--- config.mk ---
export PLATFORM = sky130hd
export DESIGN_NAME = xor_stream_decoder_32bit
export DESIGN_NICKNAME = d
export VERILOG_FILES = /design/src/rtl/xor_stream_decoder_32bit.sv
export SDC_FILE = /design/constraint.sdc
export NUM_CORES = 1
export LEC_CHECK = 0
export CORE_UTILIZATION = 35
export DETAILED_ROUTE_END_ITERATION = 16
export GPL_TIMING_DRIVEN = 0
export SYNTH_ARGS = -nofsm -noshare
export SYNTH_HDL_FRONTEND = slang
export SYNTH_SLANG_ARGS = --single-unit
--- constraint.sdc ---
create_clock -name clk -period 2.2 [get_ports clk]
set_input_delay 0.33 -clock clk [delete_from_list [all_inputs] [get_ports clk]]
set_output_delay 0.33 -clock clk [all_outputs]
set_load 0.01 [all_outputs]
--- src/rtl/xor_stream_decoder_32bit.sv ---
// XOR stream decoder: ciphertext ^ 32-bit Galois LFSR keystream, one word per cycle.
// Optional XOR_DEC_BYPASS_EN adds a bypass input that passes words through undecoded.
module xor_stream_decoder_32bit #(
  parameter logic [31:0] SEED = 32'hACE1_0001,
  parameter logic [31:0] TAPS = 32'h8020_0003
) (
  input  logic        clk,
  input  logic        reset_n,
  input  logic        seed_load,
  input  logic [31:0] seed_in,
`ifdef XOR_DEC_BYPASS_EN
  input  logic        bypass,
`endif
  input  logic        in_valid,
  output logic        in_ready,
  input  logic [31:0] in_data,
  output logic        out_valid,
  input  logic        out_ready,
  output logic [31:0] out_data,
  output logic [15:0] word_count
);

  logic [31:0] ks;
  logic        accept;
  logic        pass;

  function automatic logic [31:0] step(input logic [31:0] k);
    return k[0] ? ((k >> 1) ^ TAPS) : (k >> 1);
  endfunction

`ifdef XOR_DEC_BYPASS_EN
  assign pass = bypass;
`else
  assign pass = 1'b0;
`endif

  assign in_ready = !seed_load && (!out_valid || out_ready);
  assign accept   = in_valid && in_ready;

  // Keystream and count; seed_load blocks accept, so the two branches never collide.
  always_ff @(posedge clk or negedge reset_n) begin
    if (!reset_n) begin
      ks         <= SEED;
      word_count <= '0;
    end else if (seed_load) begin
      ks         <= (seed_in == '0) ? SEED : seed_in;
      word_count <= '0;
    end else if (accept) begin
      if (!pass) ks <= step(ks);
      word_count <= word_count + 16'd1;
    end
  end

  // Output register drains independently of seed loads.
  always_ff @(posedge clk or negedge reset_n) begin
    if (!reset_n) begin
      out_valid <= 1'b0;
      out_data  <= '0;
    end else if (accept) begin
      out_valid <= 1'b1;
      out_data  <= pass ? in_data : (in_data ^ ks);
    end else if (out_ready) begin
      out_valid <= 1'b0;
    end
  end

endmodule

* Yosys cells after proc, flatten, opt, wreduce, memory -nomap -nowiden
Cells that the tools add are included.
** Storage, ports and cells
- Flip-flop bits (word level) :: 81
- Bits in latches :: 0
- Memory bits (writable) :: 0
- Memory bits (read-only) :: 0
- Input port bits :: 69
- Output and inout port bits :: 50
- Logic and storage cells :: 23
- Memories kept :: 0
** Operators by class
- Add/sub/neg operators :: 1
- Multiply operators :: 0
- Divide/modulo/power cells :: 0
- Order comparisons :: 0
- Eq/ne operators :: 0
- Shifts and indexed selects :: 0
- Muxes and demuxes :: 8
- Bitwise logic cells :: 2
- Reduce and logical (&&, ||, !) cells :: 8
** Operators by type and width (count)
- 32-bit 2-to-1 mux :: 4
- 32-bit logical NOT :: 1
- 16-bit 2-to-1 mux :: 2
- 32-bit bitwise XOR :: 1
- 16-bit by 1-bit adder with 16-bit output (second input constant) :: 1
- 3-bit NOT with 4-bit output :: 1
- 2-bit nonzero test :: 2
- 1-bit logical AND :: 2
- 1-bit logical NOT :: 2
- 1-bit 2-to-1 mux :: 2
- 1-bit logical OR :: 1

* Logic depth before layout (Yosys ltp)
Gate-level depths: netlist of the first run.
- Word-level depth :: 6
- Mapped depth :: 7
- Gate-level depth less buffers :: 5

* Least setup slack after synthesis of the first run
OpenSTA, ideal clock, no wires.
- Path kind :: register -> register
- From :: reg out_valid
- To :: reg word_count[11]
- Setup time :: 0.078 ns
- Data arrival time :: 1.775 ns
- Data required time :: 2.122 ns
- Path slack :: 0.347 ns
- Cell stages (with the launch flop) :: 6
- Path buffers :: 1
- Clock period less this slack :: 1.853 ns
- Cell sequence :: dfrtp_1 nor2b_1 or4_4 buf_6 or4_1 a21oi_1
** Between the ends
- Cells in the longest elaborated chain, start to end :: 5
** RTL lines
- start: declaration :: RTL line 17 : output logic out_valid,
- start signal: assignment :: RTL line 57 : out_valid <= 1'b0;
- start signal: assignment :: RTL line 60 : out_valid <= 1'b1;
- start signal: assignment :: RTL line 63 : out_valid <= 1'b0;
- 1-bit logical NOT :: RTL line 37 : assign in_ready = !seed_load && (!out_valid || out_ready);
- 1-bit logical OR :: RTL line 37
- 1-bit logical AND :: RTL line 37
- 1-bit logical AND :: RTL line 38 : assign accept = in_valid && in_ready;
- 2-bit nonzero test (no source line)
- end signal: assignment :: RTL line 50 : word_count <= word_count + 16'd1;
- end: declaration :: RTL line 20 : output logic [15:0] word_count
Every way passes these cells.
A chain may end at the register's enable or synchronous reset.

* Worst setup path in the final report of the first run
- From :: reg out_valid
- To :: out in_ready
** Between the ends
- Cells in the longest elaborated chain, start to end :: 3
** RTL lines
- 1-bit logical NOT :: RTL line 37
- 1-bit logical OR :: RTL line 37
- 1-bit logical AND :: RTL line 37
- end: declaration :: RTL line 15 : output logic in_ready,
Every way passes these cells.

==> run_summary.xml, run 1 <==
<?xml version="1.0" encoding="UTF-8"?>
<metrics>
  <group name="status">
    <metric name="outcome" unit="">finished clean</metric>
  </group>
  <group name="sta">
    <metric name="rsz_0062_raised_after_global_routing" unit="">false</metric>
    <metric name="fmaxAchievable" unit="MHz">488.0</metric>
    <metric name="max_slew_margin" unit="">0.5149</metric>
    <metric name="tns" unit="ns">0</metric>
    <metric name="final_max_slew_viol_count" unit="">0</metric>
    <metric name="finalCritPeriodShare" unit="">0.9315</metric>
    <metric name="worstMarginPinSlew" unit="ns">0.7276</metric>
    <metric name="skew" unit="ns">0.01067</metric>
    <metric name="fin_ws" unit="ns">0.1507</metric>
    <metric name="period_needed" unit="ns">2.049</metric>
    <metric name="final-hold-violation-count" unit="">0</metric>
    <metric name="number_of_setup_violations_in_the_final_report" unit="">0</metric>
  </group>
  <group name="drt">
    <metric name="routedWlPerCell" unit="um">15.58</metric>
    <metric name="routed_via_density" unit="">4.992</metric>
    <metric name="post-route-drc-count" unit="">0</metric>
    <metric name="postRouteAntennaNets" unit="">0</metric>
    <metric name="finalWirelength" unit="mm">10.28</metric>
    <metric name="vias" unit="">3295</metric>
    <metric name="drtIter0Drc" unit="">99</metric>
    <metric name="first_pass_iters" unit="">5</metric>
  </group>
  <group name="cts">
    <metric name="post-cts-setup-buffers" unit="">0</metric>
    <metric name="cts_buffers" unit="">9</metric>
    <metric name="clkTransAtPathRegs" unit="ns">0.08</metric>
    <metric name="clk_path_buf_depth" unit="">2</metric>
    <metric name="htreeDepth" unit="">3</metric>
    <metric name="cts_tree" unit="">built</metric>
    <metric name="clock_sinks" unit="">81</metric>
    <metric name="worst_skew_pair.late_latency" unit="ns">0.35</metric>
    <metric name="cts_root_buf" unit="">clkbuf_8</metric>
  </group>
  <group name="placement">
    <metric name="globalplace.congestion" unit="">0.8304</metric>
    <metric name="placement.cell_area" unit="um2">5094</metric>
    <metric name="place.port_buffers" unit="">116</metric>
    <metric name="dpl_worst_slack" unit="ns">-0.1558</metric>
    <metric name="placedCellCount" unit="">643</metric>
    <metric name="dp_hpwl" unit="mm">7.542</metric>
  </group>
  <group name="global_route">
    <metric name="maximum_number_of_pins_on_one_net_before_global_route_repair" unit="">48</metric>
    <metric name="grt_util_overall" unit="">0.1926</metric>
    <metric name="grt_first_pass_wirelength" unit="mm">16.62</metric>
    <metric name="global_route.overflow_total" unit="">0</metric>
    <metric name="grt_pass1_vias" unit="">3212</metric>
    <metric name="antenna_found_initial" unit="">0</metric>
  </group>
  <group name="worst_hold_path">
    <metric name="hold_class" unit="">in -&gt; reg</metric>
    <metric name="worst_hold_path.endpoint" unit="">ks[16]$_DFFE_PN1P_</metric>
    <metric name="holdCritStartpoint" unit="">seed_load</metric>
    <metric name="whs_path_depth" unit="">3</metric>
  </group>
  <group name="synth">
    <metric name="postSynthAreaPerCell" unit="um2">9.583</metric>
    <metric name="synth_seq_cells" unit="">81</metric>
    <metric name="postSynth.topFlopCell" unit="">dfrtp_1</metric>
    <metric name="synth_seq_area_share" unit="">0.5454</metric>
    <metric name="synthesis_warnings" unit="">0</metric>
    <metric name="synth_async_sr_flop_share" unit="">1.000</metric>
    <metric name="syn-cell-area" unit="um2">3737</metric>
    <metric name="number_of_enable_flip_flop_cells_after_synthesis" unit="">0</metric>
    <metric name="synth_cells" unit="">390</metric>
    <metric name="yosys_cell_types" unit="">37</metric>
    <metric name="net_count_after_synthesis" unit="">460</metric>
  </group>
  <group name="worst_setup_path">
    <metric name="worstReg2RegEnd" unit="">word_count[11]$_DFFE_PN0P_</metric>
    <metric name="cp_data_required_time" unit="ns">1.87</metric>
    <metric name="r2r_slack" unit="ns">0.22</metric>
    <metric name="startpoint_type" unit="">flop</metric>
    <metric name="crit_path_start" unit="">out_valid$_DFFE_PN0P_</metric>
    <metric name="cp.arrival" unit="ns">1.72</metric>
    <metric name="critical_path_class" unit="">reg -&gt; out</metric>
    <metric name="endpoint_kind" unit="">output pin</metric>
    <metric name="critical_path.reg2reg.startpoint" unit="">word_count[3]$_DFFE_PN0P_</metric>
    <metric name="worst-r2r-cell-count" unit="">5</metric>
    <metric name="critPathMaxFanout" unit="">10</metric>
  </group>
  <group name="power_and_ir_drop">
    <metric name="p_leak" unit="nW">2.088</metric>
    <metric name="power.ir.vdd_worst" unit="uV">293.6</metric>
    <metric name="power_per_cell_area" unit="nW/um2">740.0</metric>
  </group>
  <group name="finish">
    <metric name="postLayoutCoreUtil" unit="">0.5151</metric>
    <metric name="multi_input_area" unit="um2">1578</metric>
    <metric name="fraction_of_layout_cells_with_a_size_suffix_above_1" unit="">0.06298</metric>
    <metric name="areaGrowthSynthToFinish" unit="%">42.28</metric>
    <metric name="final_nets" unit="">589</metric>
    <metric name="fillers" unit="">978</metric>
    <metric name="seqCellArea" unit="um2">2038</metric>
    <metric name="final_cell_area" unit="um2">5318</metric>
    <metric name="mostFrequentLayoutCell" unit="">clkdlybuf4s50_1</metric>
    <metric name="antenna_diode_count" unit="">0</metric>
    <metric name="final_cell_mix" unit="">clkdlybuf4s50_1, dfrtp_1, nor2_1, nand2_1, xnor2_1</metric>
    <metric name="final_non_filler_cell_total" unit="">660</metric>
  </group>
  <group name="floorplan">
    <metric name="floorplan.core_area" unit="um2">10320</metric>
    <metric name="die_w" unit="um">105.3</metric>
    <metric name="design.portCount" unit="">119</metric>
    <metric name="floorplan.die.height" unit="um">105.3</metric>
    <metric name="std_cell_rows" unit="">37</metric>
    <metric name="initial_core_util" unit="">0.3620</metric>
    <metric name="fp.dieArea" unit="um2">11100</metric>
  </group>
  <group name="run">
    <metric name="max-cap-violations" unit="">0</metric>
  </group>
</metrics>
[worst max-delay path by stage]
stage,endpoint,slack (ns)
2_1_floorplan,word_count[11]$_DFFE_PN0P_,0.35
3_3_place_gp,word_count[14]$_DFFE_PN0P_,-2.18
3_5_place_dp,out_data[21]$_DFFE_PN0P_,-0.16
4_1_cts,in_ready,0.03
5_1_grt,in_ready,0.02
6_report,in_ready,0.15
[cells in the mapped netlist (all sizes together), types with 2 or more instances]
| library cell | number | area (um2) |
|---|---|---|
| dfrtp | 72 | 1802 |
| nor2 | 57 | 214.0 |
| nand2 | 50 | 187.7 |
| o21ai | 36 | 180.2 |
| xnor2 | 36 | 315.3 |
| o22ai | 23 | 143.9 |
| clkbuf | 15 | 56.30 |
| nand3 | 15 | 75.07 |
| nor4 | 13 | 81.33 |
| dfstp | 9 | 236.5 |
| a22oi | 8 | 60.06 |
| a21oi | 7 | 35.03 |
| buf | 7 | 42.53 |
| inv | 6 | 22.52 |
| xor2 | 6 | 52.55 |
| nand4 | 5 | 31.28 |
| or4 | 4 | 33.78 |
| o41ai | 3 | 26.28 |
| or3 | 3 | 18.77 |
| nand2b | 2 | 20.02 |
| o311ai | 2 | 17.52 |
[kinds of logic (layout without fill, tap and decap cells)]
| family | after synthesis | count (layout) | share of synthesized area |
|---|---|---|---|
| flops | 81 | 81 | 0.5454 |
| buf+inv | 28 | 162 | 0.03247 |
| mux | 1 | 1 | 0.002678 |
| xor+xnor | 42 | 42 | 0.09843 |
| compound gates | 82 | 82 | 0.1302 |
| fa+ha+maj | 1 | 1 | 0.003347 |
| simple gates | 155 | 155 | 0.1875 |
[metrics by stage]
step                total power [mW]  hold WS [ns]
detailed placement             2.776        0.3165
global route                   4.141        0.2843
finish                         3.935        0.2897
CTS                            3.983        0.2716
floorplan                      2.235       0.03441
global placement               2.757        0.4625
[metal layers]
layer / global-route usage / up-vias / routed length (um)
met3: 0.03525 / 12 / 414
met2: 0.3040 / 88 / 4924
met4: 0.07243 / 0 / 167
li1: - / 1616 / -
met5: 0 / - / 0
met1: 0.2633 / 1579 / 4773
[worst max-delay path, cell delays in order, from the launching register on]
cell and delay (ns):
dfrtp_1 0.39, nor2b_1 0.14, clkbuf_2 0.18, nor2_1 0.11, clkdlybuf4s50_1 0.55
[cell type report]
class / instances / share of cell area
Timing Repair Buffer: 118 / 0.2249
Clock inverter: 5 / 0.01529
Sequential cell: 81 / 0.3833
Inverter: 6 / 0.004235
Tap cell: 136 / 0.03200
Buffer: 22 / 0.01882
Multi-Input combinational cell: 281 / 0.2967
Clock buffer: 11 / 0.02471
[report_power, final]
part           total (mW)  switching, mW  internal, mW  leakage [nW]
sequential           1.85          0.144          1.70         0.982
combinational       0.893          0.384         0.509          1.00
clock                1.19          0.553         0.641         0.104
total                3.93           1.08          2.85          2.09
[what timing repair did]
action | CTS | global route
setup endpoints to repair | 0 | 1
gates resized for setup | 0 | 2
hold buffers | 1 | 0
endpoints found under the hold margin | 31 | 0
[registers in the layout, summed over array words and instances (netlist names)]
signal,flops
ks,32
out_data,32
word_count,16
out_valid,1
Note: power is estimated with default switching activity, not from simulation.
==> inputs of run 2 (changes only) <==
==> constraint.sdc (replaced) <==
create_clock -name clk -period 2.2 [get_ports clk]
set_input_delay 0.33 -clock clk [delete_from_list [all_inputs] [get_ports clk]]
set_output_delay 0.33 -clock clk [all_outputs]
set_load 0.05 [all_outputs]
==> run 2 against run 1 <==
Sequential power about the same. Largest cell class unchanged. Final cell count unchanged. Critical path depth unchanged. Register-to-register slack about the same. First-iteration DRC count unchanged. Count of clock-buffer cells in the layout unchanged.
==> run_summary.xml, run 2 (synthesis gave the netlist of run 1 again) <==
<?xml version="1.0" encoding="UTF-8"?>
<metrics>
  <group name="worst_setup_path">
    <metric name="cp.arrival" unit="ns">1.71</metric>
    <metric name="series_of_cell_instances_along_the_critical_path" unit="">nor2b_1, clkbuf_2, nor2_1, dlygate4sd2_1</metric>
    <metric name="worst-r2r-cell-count" unit="">5</metric>
    <metric name="critPathMaxFanout" unit="">10</metric>
    <metric name="crit_path_max_incr_delay" unit="ns">0.54</metric>
    <metric name="startpoint_type" unit="">flop</metric>
    <metric name="r2r_slack" unit="ns">0.22</metric>
    <metric name="critical_path.reg2reg.startpoint" unit="">word_count[3]$_DFFE_PN0P_</metric>
    <metric name="worstReg2RegEnd" unit="">word_count[11]$_DFFE_PN0P_</metric>
    <metric name="cp_data_required_time" unit="ns">1.87</metric>
    <metric name="endpoint_kind" unit="">output pin</metric>
    <metric name="timing.critical_path.slowest_stage_cell" unit="">dlygate4sd2_1</metric>
    <metric name="critical_path_class" unit="">reg -&gt; out</metric>
  </group>
  <group name="floorplan">
    <metric name="std_cell_rows" unit="">37</metric>
    <metric name="fp.dieArea" unit="um2">11100</metric>
    <metric name="initial_core_util" unit="">0.3620</metric>
    <metric name="floorplan.core_area" unit="um2">10320</metric>
    <metric name="design.portCount" unit="">119</metric>
    <metric name="floorplan.die.height" unit="um">105.3</metric>
    <metric name="die_w" unit="um">105.3</metric>
  </group>
  <group name="finish">
    <metric name="final_non_filler_cell_total" unit="">660</metric>
    <metric name="antenna_diode_count" unit="">0</metric>
    <metric name="areaGrowthSynthToFinish" unit="%">42.25</metric>
    <metric name="fraction_of_layout_cells_with_a_size_suffix_above_1" unit="">0.06298</metric>
    <metric name="final_nets" unit="">589</metric>
    <metric name="mostFrequentLayoutCell" unit="">clkdlybuf4s50_1</metric>
    <metric name="fillers" unit="">978</metric>
    <metric name="final_cell_mix" unit="">clkdlybuf4s50_1, dfrtp_1, nor2_1, nand2_1, xnor2_1</metric>
    <metric name="top_registers" unit="">ks x32, out_data x32, word_count x16</metric>
  </group>
  <group name="cts">
    <metric name="cts_root_buf" unit="">clkbuf_8</metric>
    <metric name="cts_buffers" unit="">9</metric>
    <metric name="clkTransAtPathRegs" unit="ns">0.08</metric>
    <metric name="clock_sinks" unit="">81</metric>
    <metric name="htreeDepth" unit="">3</metric>
    <metric name="worst_skew_pair.late_latency" unit="ns">0.35</metric>
    <metric name="cts_tree" unit="">built</metric>
    <metric name="clk_path_buf_depth" unit="">2</metric>
  </group>
  <group name="drt">
    <metric name="routed_via_density" unit="">5.006</metric>
    <metric name="drtIter0Drc" unit="">99</metric>
    <metric name="finalWirelength" unit="mm">10.25</metric>
    <metric name="post-route-drc-count" unit="">0</metric>
    <metric name="postRouteAntennaNets" unit="">0</metric>
    <metric name="routedWlPerCell" unit="um">15.53</metric>
    <metric name="vias" unit="">3304</metric>
    <metric name="first_pass_iters" unit="">4</metric>
  </group>
  <group name="run">
    <metric name="max-cap-violations" unit="">0</metric>
  </group>
  <group name="sta">
    <metric name="number_of_setup_violations_in_the_final_report" unit="">0</metric>
    <metric name="final-hold-violation-count" unit="">0</metric>
    <metric name="skew" unit="ns">0.01078</metric>
    <metric name="max_slew_margin" unit="">0.5147</metric>
    <metric name="rsz_0062_raised_after_global_routing" unit="">false</metric>
    <metric name="finalCritPeriodShare" unit="">0.9253</metric>
    <metric name="period_needed" unit="ns">2.036</metric>
    <metric name="final_max_slew_viol_count" unit="">0</metric>
    <metric name="worstMarginPinSlew" unit="ns">0.7280</metric>
    <metric name="fmaxAchievable" unit="MHz">491.2</metric>
  </group>
  <group name="placement">
    <metric name="globalplace.congestion" unit="">0.8304</metric>
    <metric name="dp_hpwl" unit="mm">7.542</metric>
    <metric name="place.port_buffers" unit="">116</metric>
    <metric name="placedCellCount" unit="">643</metric>
  </group>
  <group name="power_and_ir_drop">
    <metric name="internal_cell_power" unit="mW">2.852</metric>
    <metric name="power_switching_share" unit="">0.3439</metric>
    <metric name="share_clk_of_total_power" unit="">0.274</metric>
    <metric name="p_leak" unit="nW">2.090</metric>
    <metric name="power.ir.vdd_worst" unit="uV">360.7</metric>
    <metric name="design_power_total" unit="mW">4.346</metric>
    <metric name="seqPwrFrac" unit="">0.425</metric>
    <metric name="power_per_cell_area" unit="nW/um2">817.5</metric>
    <metric name="netSwitchingPower" unit="mW">1.495</metric>
    <metric name="power.combinational.fraction" unit="">0.301</metric>
  </group>
  <group name="global_route">
    <metric name="maximum_number_of_pins_on_one_net_before_global_route_repair" unit="">48</metric>
    <metric name="global_route.overflow_total" unit="">0</metric>
    <metric name="grt_pass1_vias" unit="">3212</metric>
    <metric name="grt_util_overall" unit="">0.1926</metric>
    <metric name="antenna_found_initial" unit="">0</metric>
    <metric name="grt_first_pass_wirelength" unit="mm">16.62</metric>
  </group>
  <group name="worst_hold_path">
    <metric name="worst_hold_path.endpoint" unit="">ks[16]$_DFFE_PN1P_</metric>
    <metric name="holdCritStartpoint" unit="">seed_load</metric>
    <metric name="whs_path_depth" unit="">3</metric>
    <metric name="hold_class" unit="">in -&gt; reg</metric>
  </group>
  <group name="status">
    <metric name="outcome" unit="">finished clean</metric>
  </group>
</metrics>
==> run 2: cell types whose count changed in the layout (fill, tap and decap cells not counted), sizes merged <==
| cell | delta |
|---|---|
| dlygate4sd2 | +1 |
| clkdlybuf4s50 | -1 |
==> run 2: per-stage QoR <==
| step | util | hold slack, ns | TNS, ns | setup slack (ns) | area (um2) |
|---|---|---|---|---|---|
| finish | 0.5150 | 0.2879 | 0 | 0.1643 | 5316 |
| global route | 0.5150 | 0.2843 | 0 | 0.02300 | 5316 |
| global placement | 0.4910 | 0.4625 | -171.26 | -2.182 | 5069 |
| floorplan | - | 0.03441 | 0 | 0.04553 | 3737 |
| detailed placement | 0.4934 | 0.3165 | -4.651 | -0.1759 | 5094 |
| CTS | 0.5148 | 0.2716 | 0 | 0.08066 | 5315 |
==> run 2: worst max-delay path by stage <==
stage / start / to / depth (start not counted)
after detailed placement: out_ready / in_ready / 5
after global placement: reset_n / word_count[14]$_DFFE_PN0P_ / 1
after CTS: out_valid$_DFFE_PN0P_ / in_ready / 4
after global routing: out_ready / out_data[28]$_DFFE_PN0P_ / 7
after floorplan: word_count[3]$_DFFE_PN0P_ / word_count[11]$_DFFE_PN0P_ / 5
final: out_valid$_DFFE_PN0P_ / in_ready / 4
==> run 2: area by class of cell <==
| cell class | count | area [um2] | area share |
|---|---|---|---|
| Sequential cell | 81 | 2038 | 0.3834 |
| Clock buffer | 11 | 131.4 | 0.02471 |
| Inverter | 6 | 22.52 | 0.004236 |
| Multi-Input combinational cell | 281 | 1578 | 0.2968 |
| Buffer | 22 | 100.1 | 0.01883 |
| Clock inverter | 5 | 81.33 | 0.01530 |
| Timing Repair Buffer | 118 | 1195 | 0.2248 |
| Tap cell | 136 | 170.2 | 0.03201 |
==> run 2: timing repair <==
item	in CTS	in global routing
setup endpoints to repair	1	1
buffers inserted	0	0
gates cloned	0	0
resized for setup	1	2
hold endpoints to repair	31	0
hold buffers	1	0
==> run 2: critical path: cells and delay by family (launching register included) <==
kind                   cells  cell delay [ns]
buffers and inverters      2             0.72
AND/OR/NAND/NOR            2             0.25
flip-flops                 1             0.39
==> run 2: power groups by stage <==
stage | registers (mW) | logic (mW) | clock network (mW)
global placement | 1.87 | 1.30 | 0
floorplan | 2.32 | 0.323 | 0
finish | 1.85 | 1.31 | 1.19
detailed placement | 1.88 | 1.31 | 0
global route | 1.88 | 1.40 | 1.28
CTS | 1.85 | 1.32 | 1.23
==> run 2: metal layers <==
| metal | global-route usage | part of all wire | wire [um] | vias up |
|---|---|---|---|---|
| li1 | - | - | - | 1616 |
| met1 | 0.2633 | 0.46 | 4755 | 1584 |
| met2 | 0.3040 | 0.47 | 4853 | 90 |
| met3 | 0.03525 | 0.044 | 450 | 14 |
| met4 | 0.07243 | 0.019 | 192 | 0 |
| met5 | 0 | 0 | 0 | - |
